===== config.mk =====
export PLATFORM = sky130hd
export DESIGN_NAME = pedestrian_signal_controller
export DESIGN_NICKNAME = d
export VERILOG_FILES = /design/src/rtl/pedestrian_signal_controller.sv
export SDC_FILE = /design/constraint.sdc
export NUM_CORES = 1
export LEC_CHECK = 0
export CORE_MARGIN = 10
export CORE_UTILIZATION = 35
export CTS_CLUSTER_SIZE = 10
export DETAILED_ROUTE_END_ITERATION = 6
export PLACE_DENSITY = 0.63
export SYNTH_ARGS = -nofsm -noshare
export SYNTH_HDL_FRONTEND = slang
export SYNTH_SLANG_ARGS = --single-unit

===== constraint.sdc =====
create_clock -name clk -period 1.58 [get_ports clk]
set_input_delay 0.158 -clock clk [delete_from_list [all_inputs] [get_ports clk]]
set_output_delay 0.158 -clock clk [all_outputs]
set_load 0.02 [all_outputs]

===== src/rtl/pedestrian_signal_controller.sv =====
// Pedestrian crossing controller fed by TrafficLightModule lamps; debounced button, WALK/FLASH timing, sticky fault.
// Latency: all outputs registered; walk rises the cycle after a red-phase start, fault the cycle after a bad sample.
// Backpressure: none; a request is held in ped_wait until the next red-phase start grants it.
module pedestrian_signal_controller #(
    parameter int DEBOUNCE_CYCLES = 4,
    parameter int WALK_CYCLES     = 8,
    parameter int FLASH_CYCLES    = 6,
    parameter int CNT_W           = 8
) (
    input  logic             clk,
    input  logic             reset_n,
    input  logic             red,
    input  logic             yellow,
    input  logic             green,
    input  logic             ped_button,
    output logic             walk,
    output logic             dont_walk,
    output logic             ped_wait,
    output logic [CNT_W-1:0] countdown,
    output logic             fault
);

    localparam int DB_W = $clog2(DEBOUNCE_CYCLES + 1);
    localparam logic [DB_W-1:0]  DB_MAX     = DB_W'(DEBOUNCE_CYCLES);
    localparam logic [DB_W-1:0]  DB_LAST    = DB_W'(DEBOUNCE_CYCLES - 1);
    localparam logic [DB_W-1:0]  DB_ONE     = DB_W'(1);
    localparam logic [CNT_W-1:0] WALK_LOAD  = CNT_W'(WALK_CYCLES - 1);
    localparam logic [CNT_W-1:0] FLASH_LOAD = CNT_W'(FLASH_CYCLES - 1);
    localparam logic [CNT_W-1:0] CNT_ONE    = CNT_W'(1);
    localparam logic [CNT_W-1:0] CNT_ZERO   = '0;

    localparam logic [2:0] IDLE  = 3'd0;
    localparam logic [2:0] WAIT  = 3'd1;
    localparam logic [2:0] WALK  = 3'd2;
    localparam logic [2:0] FLASH = 3'd3;
    localparam logic [2:0] CLEAR = 3'd4;
    localparam logic [2:0] FAULT = 3'd5;

    logic [2:0]      state;
    logic            sync1;
    logic            sync2;
    logic [DB_W-1:0] db_cnt;
    logic            red_prev;
    logic            press;
    logic            red_start;
    logic            multi_hot;
    logic            bad_red;
    logic            fault_det;
    logic            accept_press;

    always_comb begin
        // Fires only on the sample that brings the count to DEBOUNCE_CYCLES; saturation blocks re-trigger.
        press        = sync2 && (db_cnt == DB_LAST);
        red_start    = red && !red_prev;
        multi_hot    = (red && yellow) || (red && green) || (yellow && green);
        bad_red      = !red && ((state == WALK) || (state == FLASH));
        fault_det    = multi_hot || bad_red;
        accept_press = press && ((state == IDLE) || (state == WAIT) || (state == CLEAR));
    end

    always_ff @(posedge clk) begin
        if (!reset_n) begin
            sync1  <= 1'b0;
            sync2  <= 1'b0;
            db_cnt <= '0;
        end else begin
            sync1 <= ped_button;
            sync2 <= sync1;
            if (!sync2) begin
                db_cnt <= '0;
            end else if (db_cnt != DB_MAX) begin
                db_cnt <= db_cnt + DB_ONE;
            end
        end
    end

    always_ff @(posedge clk) begin
        if (!reset_n) begin
            state     <= IDLE;
            walk      <= 1'b0;
            dont_walk <= 1'b1;
            ped_wait  <= 1'b0;
            countdown <= CNT_ZERO;
            fault     <= 1'b0;
            red_prev  <= 1'b0;
        end else begin
            red_prev <= red;
            if (fault_det || (state == FAULT)) begin
                state     <= FAULT;
                fault     <= 1'b1;
                walk      <= 1'b0;
                dont_walk <= 1'b1;
                countdown <= CNT_ZERO;
                ped_wait  <= 1'b0;
            end else begin
                // Latch first so a grant in the same edge overrides it.
                if (accept_press) begin
                    ped_wait <= 1'b1;
                end
                case (state)
                    IDLE: begin
                        walk      <= 1'b0;
                        dont_walk <= 1'b1;
                        countdown <= CNT_ZERO;
                        if (ped_wait) begin
                            state <= WAIT;
                        end
                    end
                    WAIT: begin
                        if (red_start) begin
                            state     <= WALK;
                            ped_wait  <= 1'b0;
                            walk      <= 1'b1;
                            dont_walk <= 1'b0;
                            countdown <= WALK_LOAD;
                        end else begin
                            walk      <= 1'b0;
                            dont_walk <= 1'b1;
                            countdown <= CNT_ZERO;
                        end
                    end
                    WALK: begin
                        if (countdown == CNT_ZERO) begin
                            state     <= FLASH;
                            walk      <= 1'b0;
                            dont_walk <= 1'b1;
                            countdown <= FLASH_LOAD;
                        end else begin
                            countdown <= countdown - CNT_ONE;
                        end
                    end
                    FLASH: begin
                        if (countdown == CNT_ZERO) begin
                            state     <= CLEAR;
                            dont_walk <= 1'b1;
                        end else begin
                            dont_walk <= !dont_walk;
                            countdown <= countdown - CNT_ONE;
                        end
                    end
                    CLEAR: begin
                        walk      <= 1'b0;
                        dont_walk <= 1'b1;
                        countdown <= CNT_ZERO;
                        if (!red) begin
                            state <= ped_wait ? WAIT : IDLE;
                        end
                    end
                    default: begin
                        state     <= IDLE;
                        walk      <= 1'b0;
                        dont_walk <= 1'b1;
                        countdown <= CNT_ZERO;
                    end
                endcase
            end
        end
    end

endmodule


==> key figures <==
Outcome
  • Status: finished, violations left
  • Failing checks: negative setup slack

GRT
  • Vias in the first global route: 1,108
  • Global route overflow: 0
  • Antenna violations before repair: 0
  • First-pass GRT wire length: 4.64 mm
  • Largest net degree at the start of global routing: 15
  • Total track usage: 10.3%

Critical path
  • Slowest CP cell: or4b_4
  • CP required: 1810 ps
  • Crit. End Element: flip-flop
  • Startpoint Class: flip-flop
  • CP cell instances: inv_4 -> ha_4 -> or4b_4 -> or4b_1 -> a21oi_1
  • CP Class: flip-flop to flip-flop
  • Max incr delay on CP: 490 ps
  • Arrival time at the worst endpoint: 1940 ps
  • Buf/Inv on CP: 1
  • CP top delay family: simple AND/OR/NAND/NOR gates
  • Crit path max fanout: 6

STA
  • Worst clock skew: 8.15 ps
  • Final Cycle Share: 108%
  • RSZ-0062 raised after global routing: true
  • Final WS setup: -121 ps
  • Final hold viol count: 0
  • Min Hold Slack: 432 ps
  • Min Tclk post-route: 1700 ps
  • Worst Tran Pin Value: 449 ps
  • Max Clk Rate: 0.588 GHz
  • Max-slew violation count: 0
  • Worst rel slew slack: 69.8%
  • Final setup vio count: 9

Drt
  • Total number of vias: 1,070
  • Routed wire length: 2.66 mm
  • Routed Antenna Nets: 0
  • Iteration-0 DRC Markers: 29
  • Drt pass-1 iters: 4
  • Drt via density: 5.32
  • Residual DRC count: 0
  • DR WL/cell: 13.2 um

Synthesis
  • FFs w/ async S/R, synth: 0%
  • Synthesized flop and latch total: 21
  • Sequential share of the synthesized area: 40.1%
  • Synth Cell Area: 0.00105 mm^2
  • Synth cell types: 33
  • Yosys warnings: 0
  • Number of enable flip-flop cells after synthesis: 0
  • Synthesized area per cell: 8.13 um^2
  • Syn Inst Count: 129
  • Syn Nets: 139
  • Ys flop type: dfxtp_1

Clock tree
  • Worst-skew pair later-pin latency: 300 ps
  • Clk sinks: 21
  • Clock transition at path regs: 120 ps
  • Number of buffers created by CTS: 3
  • # H-tree levels: 1
  • Root Buffer Master: clkbuf_4
  • Max clock buf depth: 2
  • TritonCTS clock tree: built

Run
  • Max Cap Violations: 0

Power and ir drop
  • VDD IR-drop max: 0.336 mV
  • Cell Pwr Density: 658 mW/mm^2
  • LEAKAGE: 0.000705 uW

Placement
  • Port-buffer cells: 17
  • Pre-CTS worst setup slack: -113 ps
  • Post-detail-place hpwl: 2.06 mm
  • Gpl congestion: 0.832

Floorplanning
  • Core area: 0.00281 mm^2
  • Core Rows: 19
  • Chip Width: 74.7 um
  • Die area: 0.00559 mm^2
  • Initial Utilization: 37.4%
  • IO Count: 18
  • Die height: 74.7 um

Cells and area
  • Layout area overhead: 41.9%
  • Most common cell after layout, fill and taps aside: buf_4
  • Antenna Cells: 0
  • Nets: 181
  • Fraction of layout cells with a size suffix above 1: 21.2%
  • Filler cells: 272
  • Most frequent cells in the layout: buf_4 (23), dfxtp_1 (19), nor2_1 (15)

Worst hold path
  • Worst Hold Class: primary input to flip-flop
==> report_power, final <==
group | total, uW | switching (uW) | internal (uW)
Combinational | 174 | 85.9 | 87.9
Clock | 254 | 156 | 98.2
Sequential | 550 | 8.49 | 542
Total | 978 | 250 | 728
==> synth_stat cells, drive strengths merged, types with 2 or more instances <==
cell	instances	area share [%]
dfxtp	21	40
nor2	16	5.7
nand2	10	3.6
nor3	10	4.8
a21oi	9	4.3
inv	8	2.9
nand3	6	2.9
o21ai	6	2.9
ha	4	4.8
or3	4	2.4
and2	3	1.8
clkbuf	3	1.1
mux2i	3	2.9
nor2b	3	1.8
a31oi	2	1.2
nand2b	2	1.2
o21a	2	1.4
o221ai	2	1.7
or4b	2	2.3
xor2	2	1.7
==> metrics by stage <==
step | power, uW | utilization, % | TNS (ps) | instance area [um^2] | cells
2_1_floorplan | 659 | - | -479 | 1070 | 129
3_3_place_gp | 732 | 51.0 | -609 | 1430 | 196
3_5_place_dp | 735 | 51.0 | -984 | 1430 | 196
4_1_cts | 991 | 52.0 | -944 | 1460 | 200
5_1_grt | 1030 | 53.0 | -1120 | 1490 | 201
6_report | 978 | 53.0 | -401 | 1490 | 201
==> repair_timing <==
| action | in CTS | in global routing |
|---|---|---|
| resized for setup | 2 | 8 |
| pin swaps | 0 | 1 |
| setup endpoints to repair | 10 | 18 |
| gates cloned | 0 | 0 |
| buffers inserted | 0 | 1 |
| hold buffers | 0 | 0 |
==> cell type report <==
type	instances	area, um^2	share of cell area [%]
multi-input cells	97	606	40.7
flip-flops and latches	21	428	28.8
repair buffers	40	354	23.8
well taps	31	38.8	2.61
inverters	8	35.0	2.35
clock buffers	4	26.3	1.77
==> layer usage <==
metal / GRT usage, % / routed length, um
met2: 17.8 / 1330
met5: 0 / 0
met1: 11.3 / 1170
met4: 4.20 / 12
met3: 3.42 / 143
==> sequential cells by signal, summed over array words and instances, names as in the netlist <==
| register | cells |
|---|---|
| red_prev | 1 |
| sync2 | 1 |
| countdown | 8 |
| ped_wait | 1 |
| fault | 1 |
| walk | 1 |
| state | 3 |
| sync1 | 1 |
| db_cnt | 3 |
| dont_walk | 1 |
==> cells by family after synthesis <==
kind of cell	synth area share (%)
simple gates	30.3
compound gates	15.5
flops	40.1
buf+inv	3.94
fa+ha+maj	4.77
xor+xnor	2.51
mux	2.86
==> final timing paths <==
check / cells after the start / slack, ps / to / startpoint
hold reg to reg: 1 / 440 / sync2 / sync1
hold / removal: 2 / 430 / sync1 / ped_button
setup reg to reg: 5 / -120 / countdown[6] / countdown[1]
setup / recovery: 5 / -120 / countdown[6] / countdown[1]
Note: power is estimated with default switching activity, not from simulation.
